`src/rtl/washer_pkg.sv`:
```
// Shared types for the washing-machine controller: program state encoding
// and the set of states that run with the door locked.
package washer_pkg;

    typedef enum logic [2:0] {
        CHECK_DOOR    = 3'd0,
        FILL_WATER    = 3'd1,
        ADD_DETERGENT = 3'd2,
        CYCLE         = 3'd3,
        DRAIN_WATER   = 3'd4,
        SPIN          = 3'd5,
        DONE          = 3'd6
    } state_t;

    // Active program states: door must stay shut, otherwise the machine pauses.
    function automatic logic in_program(input state_t s);
        return (s == FILL_WATER) || (s == ADD_DETERGENT) || (s == CYCLE) ||
               (s == DRAIN_WATER) || (s == SPIN);
    endfunction

endpackage

```
`src/rtl/automatic_washing_machine.sv`:
```
// Moore wash-program sequencer: one state step per clock when the awaited input is high.
// Actuators decode from the registered state; an open door pauses the program and cuts actuators.
module automatic_washing_machine
    import washer_pkg::*;
(
    input  logic clk,
    input  logic reset,
    input  logic door_close,
    input  logic start,
    input  logic filled,
    input  logic detergent_added,
    input  logic cycle_timeout,
    input  logic drained,
    input  logic spin_timeout,
    output logic door_lock,
    output logic motor_on,
    output logic fill_value_on,
    output logic drain_value_on,
    output logic done,
    output logic soap_wash,
    output logic water_wash
);

    state_t state_q, state_d;
    logic   soap_wash_q, soap_wash_d;
    logic   water_wash_q, water_wash_d;
    logic   door_hold;

    assign door_hold = in_program(state_q) && !door_close;

    always_ff @(posedge clk or negedge reset) begin
        if (!reset) begin
            state_q      <= CHECK_DOOR;
            soap_wash_q  <= 1'b0;
            water_wash_q <= 1'b0;
        end else begin
            state_q      <= state_d;
            soap_wash_q  <= soap_wash_d;
            water_wash_q <= water_wash_d;
        end
    end

    always_comb begin
        state_d = state_q;
        if (!door_hold) begin
            case (state_q)
                CHECK_DOOR: begin
                    if (start && door_close) state_d = FILL_WATER;
                end
                FILL_WATER: begin
                    // Second fill of the program is the rinse, so detergent is skipped.
                    if (filled) state_d = soap_wash_q ? CYCLE : ADD_DETERGENT;
                end
                ADD_DETERGENT: begin
                    if (detergent_added) state_d = CYCLE;
                end
                CYCLE: begin
                    if (cycle_timeout) state_d = DRAIN_WATER;
                end
                DRAIN_WATER: begin
                    if (drained) state_d = water_wash_q ? SPIN : FILL_WATER;
                end
                SPIN: begin
                    if (spin_timeout) state_d = DONE;
                end
                DONE:    state_d = CHECK_DOOR;
                default: state_d = CHECK_DOOR;
            endcase
        end
    end

    always_comb begin
        soap_wash_d  = soap_wash_q;
        water_wash_d = water_wash_q;
        if (!door_hold) begin
            case (state_q)
                ADD_DETERGENT: begin
                    if (detergent_added) soap_wash_d = 1'b1;
                end
                DRAIN_WATER: begin
                    if (drained && !water_wash_q) water_wash_d = 1'b1;
                end
                DONE: begin
                    soap_wash_d  = 1'b0;
                    water_wash_d = 1'b0;
                end
                default: ;
            endcase
        end
    end

    always_comb begin
        door_lock      = 1'b0;
        motor_on       = 1'b0;
        fill_value_on  = 1'b0;
        drain_value_on = 1'b0;
        done           = 1'b0;
        case (state_q)
            FILL_WATER: begin
                door_lock     = 1'b1;
                fill_value_on = 1'b1;
            end
            ADD_DETERGENT: door_lock = 1'b1;
            CYCLE: begin
                door_lock = 1'b1;
                motor_on  = 1'b1;
            end
            DRAIN_WATER: begin
                door_lock      = 1'b1;
                drain_value_on = 1'b1;
            end
            SPIN: begin
                door_lock      = 1'b1;
                motor_on       = 1'b1;
                drain_value_on = 1'b1;
            end
            DONE:    done = 1'b1;
            default: ;
        endcase
        if (door_hold) begin
            motor_on       = 1'b0;
            fill_value_on  = 1'b0;
            drain_value_on = 1'b0;
        end
    end

    assign soap_wash  = soap_wash_q;
    assign water_wash = water_wash_q;

endmodule

```
`config.mk`:
```
export PLATFORM = sky130hd
export DESIGN_NAME = automatic_washing_machine
export DESIGN_NICKNAME = d
export VERILOG_FILES = /design/src/rtl/washer_pkg.sv /design/src/rtl/automatic_washing_machine.sv
export SDC_FILE = /design/constraint.sdc
export NUM_CORES = 1
export LEC_CHECK = 0
export ABC_AREA = 1
export BUFFER_PORTS_ARGS = -buffer_cell sky130_fd_sc_hd__buf_4
export CORE_AREA = 5 5 50 52
export CTS_CLUSTER_DIAMETER = 40
export DETAILED_ROUTE_END_ITERATION = 16
export DIE_AREA = 0 0 55 57
export PLACE_DENSITY = 0.41
export SYNTH_ARGS = -nofsm -noshare
export SYNTH_HDL_FRONTEND = slang
export SYNTH_SLANG_ARGS = --single-unit
```
`constraint.sdc`:
```
create_clock -name clk -period 2 [get_ports clk]
set_clock_uncertainty 0.05 [all_clocks]
set_input_delay 0.1 -clock clk [delete_from_list [all_inputs] [get_ports clk]]
set_output_delay 0.1 -clock clk [all_outputs]
set_load 0.03 [all_outputs]
```
==> run summary, run 1 <==
Switching Fraction -> 0.550
largest net degree at the start of global routing -> 11
vias per cell -> 4.27
highest clock rate -> 0.619 GHz
worst slack, placed -> 0.629 ns
reg-to-reg setup timing slack -> 0.65 ns
Pint -> 450 uW
via count -> 529
post-CTS sizing -> 0
Syn Nets -> 87
Crit Path Class -> reg -> out
FF-to-FF End -> state_q[2]
chip width -> 55 um
EDFF count, synth -> 0
number of DRC markers in iteration 0 -> 10
I/O pin cnt -> 16
startpoint types -> flip-flop
Crit. End Element -> output port
placed cell areas -> 594 um2
cell area after synthesis -> 465 um2
Overall Power -> 1.00 mW
CTS sink cnt -> 5
Min-Delay Path Class -> in -> async
share of layout cells above drive strength 1 -> 0.313
DRT Wirelength -> 1280 um
CTS H-Tree Depth -> 1
Core Util, Final -> 0.306
WHS -> 0.145 ns
fin cells -> 124
worst slew pin tran -> 0.403 ns
Cell Chain, Critical Path -> nor2_1, nand2_2, nand3_1, o21ai_0, inv_1, buf_4
sequential share of power -> 0.244
max incr delay on CP -> 0.49 ns
GP Congestion -> 0.802
Diodes inserted -> 0
Synth area leader -> dfrtp_1
Buf+Inv Stages, Crit Path -> 2
yosys warns -> 0
maximum VDD drop -> 0.411 mV
Gate power share -> 0.641
FF-to-FF Start -> state_q[2]
Worst EP arrival -> 1.47 ns
RSZ-0062 raised after global routing -> no
Clock Path Buffers -> 2
Avg WL per Cell -> 10.3 um
Clock Root Buffer -> clkbuf_4
Pleak -> 0.362 nW
worst endpoint required time -> 1.85 ns
crit-path max FO -> 9
dpl cells -> 119
Cell variety after synth -> 17
synth cell count leaders -> 22 x nand2_1, 10 x inv_1, 9 x nand3_1, 9 x nor2_1, 5 x dfrtp_1
Die ar. -> 3140 um2
post-synthesis register bit count -> 5
GRT overflow -> 0
initial antenna violation count -> 0
height of the die -> 57 um
Seq/Total Area, Yosys -> 0.269
Clk network pwr share -> 0.116
Final Critical Period -> 1.62 ns
Net Switching -> 551 uW
drt pass-1 iters -> 4
CTS tree -> done
share of the synthesized area in the top cell type -> 0.269
GRT Util Overall -> 0.0864
nets -> 106
critical path's slowest cell -> dfrtp_1
final setup margin -> 0.384 ns
CTS Buf Count -> 3
Clock transition at path regs -> 0.04 ns
Synth async-reset ratio -> 1.00
endpoints failing setup -> 0
status -> finished, final reports clean
area growth from synthesis to layout -> 35.5%
count of final hold-check violations -> 0
Setup TNS -> 0 ns
standard-cell rows -> 17
vias in the first global route -> 524
Crit path max-delay family -> flip-flops
Detail Route Antenna Nets -> 0
most common cell in the synthesized netlist -> nand2_1
hpwl dp -> 1060 um
first-pass GRT wire length -> 2030 um
Most used DFF post-synth -> dfrtp_1
max-cap violations -> 0
Placeable Area -> 2060 um2
Post-Syn Area per Cell -> 5.97 um2
Pwr per Cell Area -> 1590 nW/um2
final instance area -> 631 um2
clock insertion delay at the later pin of the skew report -> 0.24 ns
Area contributors post-synth -> dfrtp_1 27%, nand2_1 18%, nand3_1 9.7%
number of remaining DRC errors -> 0
Worst Reg2Reg Path Length in Cells -> 8
max_slew headroom -> 0.731
cell count after synthesis -> 78
hold_buf cts -> 1
final period utilization -> 0.808
post-CTS setup buffers -> 0
buffers added on ports -> 15
Final Max Tran Viols -> 0
starting density of the core -> 0.226
per-layer routing:
layer	up-vias	GRT usage	wire length, um
li1	277	-	-
met1	234	0.111	622
met2	18	0.140	592
met3	0	0.0313	62
met4	0	0.0104	0
met5	-	0	0
power by group through the flow:
| stage | combinational [mW] | sequential (mW) | clock (mW) |
|---|---|---|---|
| finish | 0.641 | 0.244 | 0.116 |
| global route | 0.717 | 0.248 | 0.132 |
| CTS | 0.649 | 0.242 | 0.120 |
| detailed placement | 0.644 | 0.243 | 0 |
| global placement | 0.654 | 0.241 | 0 |
| floorplan | 0.507 | 0.215 | 0 |
cells by family after synthesis:
family / synth area share
simple gates: 0.521
compound gates: 0.0645
buf+inv: 0.145
flops: 0.269
cells in the final DEF (no fill, tap or decap), types with 2 or more instances in the layout:
cell type / n
a21oi_1: 4
buf_4: 15
clkbuf_4: 3
dfrtp_1: 5
inv_1: 10
inv_2: 3
nand2_1: 22
nand2_2: 3
nand3_1: 9
nor2_1: 9
nor2_2: 4
nor3_1: 2
sequential cells by signal, summed over array words and instances (netlist names):
register	flops
soap_wash	1
state_q	3
water_wash	1
worst max path at each step:
stage | start | end | slack [ns] | cells after the start
finish | state_q[2] | motor_on | 0.38 | 6
global route | state_q[2] | motor_on | 0.27 | 6
CTS | state_q[2] | motor_on | 0.37 | 6
detailed placement | state_q[2] | motor_on | 0.63 | 6
global placement | state_q[2] | motor_on | 0.60 | 6
floorplan | state_q[1] | fill_value_on | 0.57 | 3
final cells by class:
cell class	instances	area, um2
Timing Repair Buffer	16	123
Fill cell	251	1430
Inverter	13	48.8
Multi-Input combinational cell	58	273
Sequential cell	5	125
Clock buffer	4	26.3
Tap cell	28	35.0
No activity file was read; power rests on OpenSTA's default activity.
==> inputs of run 2 (changes only) <==
- ABC_AREA: 1 -> 0
- CORE_AREA: 5 5 50 52 -> 5 5 43 45
- DIE_AREA: 0 0 55 57 -> 0 0 48 50
- PLACE_DENSITY: 0.41 -> 0.45
- clock period: 2 -> 1.45 ns (I/O delays scaled with it)
==> run summary, run 2 <==
Worst Reg2Reg Path Length in Cells -> 3 (was 8)
Largest register FFs -> 3 (unchanged)
startpoint types -> flip-flop (unchanged)
FF-to-FF End -> state_q[0] (was state_q[2])
synth cell count leaders -> 5 x dfrtp_1, 5 x nand2_1, 4 x a21oi_1 (was 22 x nand2_1, 10 x inv_1, 9 x nand3_1, 9 x nor2_1, 5 x dfrtp_1)
Clock Path Buffers -> 2 (unchanged)
hold endpoint -> state_q[2]
status -> finished, final reports clean (unchanged)
post-synthesis register bit count -> 5 (unchanged)
number of DRC markers in iteration 0 -> 1 (was 10)
Cell Chain, Critical Path -> buf_4, and3_1, buf_4 (was nor2_1, nand2_2, nand3_1, o21ai_0, inv_1, buf_4)
cell repeated most along the worst path -> buf_4
vias per cell -> 4.59 (was 4.27)
Area contributors post-synth -> dfrtp_1 38%, a21oi_1 6.1%, nand2_1 5.7% (was dfrtp_1 27%, nand2_1 18%, nand3_1 9.7%)
hold path cells -> 3
DRT Wirelength -> 837 um (was 1280 um)
RSZ-0062 raised after global routing -> no (unchanged)
Syn Nets -> 49 (was 87)
# fillers -> 155 (was 251)
CTS sink cnt -> 5 (unchanged)
GP Congestion -> 0.636 (was 0.802)
CTS Buf Count -> 3 (unchanged)
buffers added on ports -> 15 (unchanged)
Pleak -> 0.228 nW (was 0.362 nW)
worst endpoint required time -> 1.33 ns (was 1.85 ns)
max_slew headroom -> 0.830 (was 0.731)
Die ar. -> 2400 um2 (was 3140 um2)
maximum VDD drop -> 0.972 mV (was 0.411 mV)
hpwl dp -> 652 um (was 1060 um)
chip width -> 48 um (was 55 um)
first-pass GRT wire length -> 1260 um (was 2030 um)
initial antenna violation count -> 0 (unchanged)
Placeable Area -> 1440 um2 (was 2060 um2)
drt pass-1 iters -> 2 (was 4)
Cell variety after synth -> 22 (was 17)
Synth area leader -> dfrtp_1 (unchanged)
worst slew pin tran -> 0.253 ns (was 0.403 ns)
Avg WL per Cell -> 11.3 um (was 10.3 um)
share of the synthesized area in the top cell type -> 0.383 (was 0.269)
standard-cell rows -> 14 (was 17)
Clock transition at path regs -> 0.04 ns (about the same)
yosys warns -> 0 (unchanged)
reg-to-reg setup timing slack -> 0.26 ns (was 0.65 ns)
Final Max Tran Viols -> 0 (unchanged)
Detail Route Antenna Nets -> 0 (unchanged)
Final Critical Period -> 1.31 ns
critical path's slowest cell -> dfrtp_1 (unchanged)
Crit Path Class -> reg -> out (unchanged)
via count -> 340 (was 529)
starting density of the core -> 0.227 (was 0.226)
I/O pin cnt -> 16 (unchanged)
Most used DFF post-synth -> dfrtp_1 (unchanged)
dpl cells -> 69 (was 119)
area growth from synthesis to layout -> 49.8% (was 35.5%)
clock insertion delay at the later pin of the skew report -> 0.24 ns (about the same)
Crit. End Element -> output port (unchanged)
endpoints failing setup -> 0 (unchanged)
Synth async-reset ratio -> 1.00 (unchanged)
Clock Root Buffer -> clkbuf_4 (unchanged)
Pwr per Cell Area -> 2130 nW/um2 (was 1590 nW/um2)
FF-to-FF Start -> state_q[2] (unchanged)
GRT overflow -> 0 (unchanged)
CTS H-Tree Depth -> 1 (unchanged)
height of the die -> 50 um (was 57 um)
largest register by flop count -> state_q (unchanged)
fin cells -> 74 (was 124)
GRT Util Overall -> 0.0747 (was 0.0864)
Setup TNS -> 0 ns (unchanged)
Min-Delay Path Class -> in -> reg (was in -> async)
Worst EP arrival -> 1.18 ns (was 1.47 ns)
most common cell after layout, fill and taps aside -> buf_4 (was nand2_1)
vias in the first global route -> 303 (was 524)
EDFF count, synth -> 0 (unchanged)
CTS tree -> done (unchanged)
count of final hold-check violations -> 0 (unchanged)
Seq/Total Area, Yosys -> 0.383 (was 0.269)
number of remaining DRC errors -> 0 (unchanged)
share of layout cells above drive strength 1 -> 0.362 (was 0.313)
most frequent cells in the layout -> 16 x buf_4, 5 x nand2_1, 4 x a21oi_1, 4 x dfrtp_1 (was 22 x nand2_1, 15 x buf_4, 10 x inv_1, 9 x nor2_1, 9 x nand3_1)
largest net degree at the start of global routing -> 16 (was 11)
crit-path max FO -> 13 (was 9)
cell count after synthesis -> 40 (was 78)
hold_sp -> cycle_timeout
Diodes inserted -> 0 (unchanged)
max incr delay on CP -> 0.37 ns (was 0.49 ns)
nets -> 68 (was 106)
max-cap violations -> 0 (unchanged)
highest clock rate -> 0.765 GHz
Post-Syn Area per Cell -> 8.16 um2 (was 5.97 um2)
final period utilization -> 0.901
cell area after synthesis -> 327 um2 (was 465 um2)
[run 2: kinds of logic after synthesis]
logic type             synth area share
AO/OA/AOI/OAI                     0.230
XOR/XNOR                         0.0268
buffers and inverters            0.0804
flip-flops                        0.383
multiplexers                     0.0651
AND/OR/NAND/NOR                   0.215
[run 2: worst max-delay path: cells and delay by family, from the launching register on]
family                 cells  cell delay (ns)
and+or+nand+nor            1             0.22
buffers and inverters      2             0.35
DFF                        1             0.37
[run 2: metrics by stage]
| step | total power, mW | area [um2] | utilization | hold slack [ns] | setup slack [ns] |
|---|---|---|---|---|---|
| finish | 1.04 | 489 | 0.341 | 0.0872 | 0.143 |
| global route | 1.13 | 489 | 0.341 | 0.0723 | 0.0543 |
| CTS | 1.06 | 489 | 0.341 | 0.0733 | 0.126 |
| detailed placement | 0.892 | 452 | 0.314 | -0.173 | 0.198 |
| global placement | 0.898 | 452 | 0.314 | -0.171 | 0.218 |
| floorplan | 0.699 | 327 | - | -0.273 | 0.0280 |
[run 2: worst max-delay path by stage]
stage | start | cells after the start | endpoint | slack (ns)
finish | state_q[2] | 3 | done | 0.14
global route | state_q[1] | 3 | door_lock | 0.05
CTS | state_q[2] | 3 | done | 0.13
detailed placement | state_q[1] | 3 | state_q[0] | 0.20
global placement | state_q[1] | 3 | state_q[0] | 0.22
floorplan | state_q[1] | 2 | fill_value_on | 0.03
[run 2: final cells by class]
type,instances,area [um2],area share
Sequential cell,5,126,0.258
Multi-Input combinational cell,29,175,0.358
Inverter,3,11.3,0.0230
Tap cell,16,20.0,0.0409
Clock buffer,4,26.3,0.0537
Timing Repair Buffer,17,130,0.266
[run 2: routing by layer]
layer | share of wire | GRT usage | routed length (um) | vias to the layer above
met5 | 0 | 0 | 0 | -
met4 | 0 | 0.0404 | 0 | 0
met3 | 0.078 | 0.0400 | 65 | 0
met2 | 0.47 | 0.101 | 394 | 8
met1 | 0.45 | 0.0915 | 377 | 149
li1 | - | - | - | 183
[run 2: repair_timing]
item | CTS | global route
hold buffers | 1 | 0
gates resized for setup | 1 | 0
setup endpoints to repair | 1 | 0
hold endpoints to repair | 5 | 0
buffers inserted | 0 | 0
[run 2: report_power, final]
part	switching (mW)	internal, mW	leakage, nW	total, mW
Sequential	0.0965	0.207	0.0586	0.303
Clock	0.0507	0.104	0.0150	0.154
Combinational	0.335	0.250	0.154	0.585
Total	0.482	0.561	0.228	1.04
==> inputs of run 3 (changes only) <==
- GPL_TIMING_DRIVEN: unset -> 0
==> run summary, run 3 (synthesis results as in run 2) <==
CTS tree -> done (unchanged)
worst endpoint required time -> 1.33 ns (about the same)
initial antenna violation count -> 0 (unchanged)
area growth from synthesis to layout -> 52.5% (was 49.8%)
vias in the first global route -> 308 (was 303)
Gate power share -> 0.588 (was 0.561)
Clock Root Buffer -> clkbuf_4 (unchanged)
DRT Wirelength -> 790 um (was 837 um)
Pint -> 575 uW (was 561 uW)
height of the die -> 50 um (unchanged)
most used routing layer -> met2 (unchanged)
hpwl dp -> 634 um (was 652 um)
drt pass-1 iters -> 3 (was 2)
number of remaining DRC errors -> 0 (unchanged)
M1 GR Usage -> 0.0877 (was 0.0915)
highest clock rate -> 0.725 GHz (was 0.765 GHz)
Worst EP arrival -> 1.26 ns (was 1.18 ns)
Crit. End Element -> output port (unchanged)
GRT overflow -> 0 (unchanged)
Min-Delay Path Class -> in -> reg (unchanged)
Clock transition at path regs -> 0.04 ns (about the same)
CTS sink cnt -> 5 (unchanged)
chip width -> 48 um (unchanged)
max-cap violations -> 0 (unchanged)
Die ar. -> 2400 um2 (unchanged)
most common cell after layout, fill and taps aside -> buf_4 (unchanged)
starting density of the core -> 0.227 (unchanged)
share of layout cells above drive strength 1 -> 0.373 (was 0.362)
GP Congestion -> 0.659 (was 0.636)
status -> finished, final reports clean (unchanged)
Pleak -> 0.233 nW (was 0.228 nW)
Largest register FFs -> 3 (unchanged)
nets -> 69 (was 68)
Pwr per Cell Area -> 2130 nW/um2 (about the same)
buffers added on ports -> 14 (was 15)
Placeable Area -> 1440 um2 (unchanged)
max_slew headroom -> 0.834 (was 0.830)
Clock Path Buffers -> 2 (unchanged)
Final Critical Period -> 1.38 ns (was 1.31 ns)
hold path cells -> 3 (unchanged)
maximum VDD drop -> 0.721 mV (was 0.972 mV)
vias per cell -> 4.64 (was 4.59)
worst slack, placed -> 0.213 ns (was 0.198 ns)
Worst Reg2Reg Path Length in Cells -> 3 (unchanged)
Avg WL per Cell -> 10.5 um (was 11.3 um)
sequential share of power -> 0.268 (was 0.291)
clock insertion delay at the later pin of the skew report -> 0.23 ns (was 0.24 ns)
Crit Path Class -> reg -> out (unchanged)
worst slew pin tran -> 0.248 ns (was 0.253 ns)
Switching Fraction -> 0.458 (was 0.462)
Net Switching -> 486 uW (was 482 uW)
CTS Buf Count -> 3 (unchanged)
final setup margin -> 0.0699 ns (was 0.143 ns)
Clk network pwr share -> 0.144 (was 0.148)
Diodes inserted -> 0 (unchanged)
grt met3 use -> 0.0218 (was 0.0400)
startpoint types -> flip-flop (unchanged)
number of DRC markers in iteration 0 -> 1 (unchanged)
GRT Util Overall -> 0.0707 (was 0.0747)
first-pass GRT wire length -> 1210 um (was 1260 um)
largest register by flop count -> state_q (unchanged)
met2 Use GR -> 0.0969 (was 0.101)
most frequent cells in the layout -> 15 x buf_4, 5 x nand2_1, 5 x dfrtp_1, 4 x clkbuf_4, 4 x a21oi_1 (was 16 x buf_4, 5 x nand2_1, 4 x a21oi_1, 4 x dfrtp_1)
Setup TNS -> 0 ns (unchanged)
I/O pin cnt -> 16 (unchanged)
Detail Route Antenna Nets -> 0 (unchanged)
crit-path max FO -> 10 (was 13)
endpoints failing setup -> 0 (unchanged)
count of final hold-check violations -> 0 (unchanged)
WHS -> 0.0797 ns (was 0.0872 ns)
final period utilization -> 0.952 (was 0.901)
Final Max Tran Viols -> 0 (unchanged)
RSZ-0062 raised after global routing -> no (unchanged)
Overall Power -> 1.06 mW (was 1.04 mW)
placed cell areas -> 452 um2 (unchanged)
post-CTS setup buffers -> 0 (unchanged)
largest net degree at the start of global routing -> 11 (was 16)
CTS H-Tree Depth -> 1 (unchanged)
final instance area -> 498 um2 (was 489 um2)
standard-cell rows -> 14 (unchanged)
via count -> 348 (was 340)
## run 3: changes by cell type in the layout (fill, tap and decap cells not counted), sizes merged
cell,previous run,this run
clkbuf,4,5
## run 3: worst paths after layout
kind                          startpoint         end  slack, ns
max                           state_q[1]   door_lock       0.07
min                        cycle_timeout  state_q[2]       0.08
max reg2reg                   state_q[2]  state_q[0]       0.21
min reg2reg                    soap_wash   soap_wash       0.49
max in group asynchronous          reset  state_q[2]       1.13
min in group asynchronous          reset  water_wash       0.12
## run 3: final cells by class
cell class | count | area [um2]
tap | 16 | 20.0
clock buffer | 4 | 26.3
fill | 163 | 938
multi-input combinational | 29 | 180
inverter | 3 | 11.3
sequential | 5 | 125
buffer | 3 | 20.0
timing repair buffer | 15 | 115
## run 3: layer usage
layer | vias up | routed length [um]
li1 | 182 | -
met1 | 160 | 338
met2 | 6 | 392
met3 | 0 | 59
met4 | 0 | 0
met5 | - | 0
## run 3: metrics by stage
| stage | utilization | std cells |
|---|---|---|
| after CTS | 0.340 | 75 |
| after global placement | 0.314 | 70 |
| after global routing | 0.347 | 75 |
| after floorplan | - | 40 |
| final | 0.347 | 75 |
| after detailed placement | 0.314 | 70 |
## run 3: what timing repair did
item / 4_1_cts / 5_1_grt
hold endpoints to repair: 5 / 0
setup endpoints to repair: 0 / 2
hold buffers: 1 / 0
resized for setup: 0 / 4
## run 3: power by group through the flow
| stage | Combinational, mW | Sequential [mW] | Clock (mW) |
|---|---|---|---|
| finish | 0.623 | 0.284 | 0.152 |
| global route | 0.682 | 0.297 | 0.166 |
| CTS | 0.613 | 0.282 | 0.163 |
| detailed placement | 0.610 | 0.283 | 0 |
| global placement | 0.616 | 0.288 | 0 |
| floorplan | 0.382 | 0.317 | 0 |
## run 3: critical path: stages, from the launching register on
cell,delay [ns]
dfrtp_1,0.43
buf_4,0.20
nor3_2,0.17
a21oi_1,0.06
buf_4,0.17
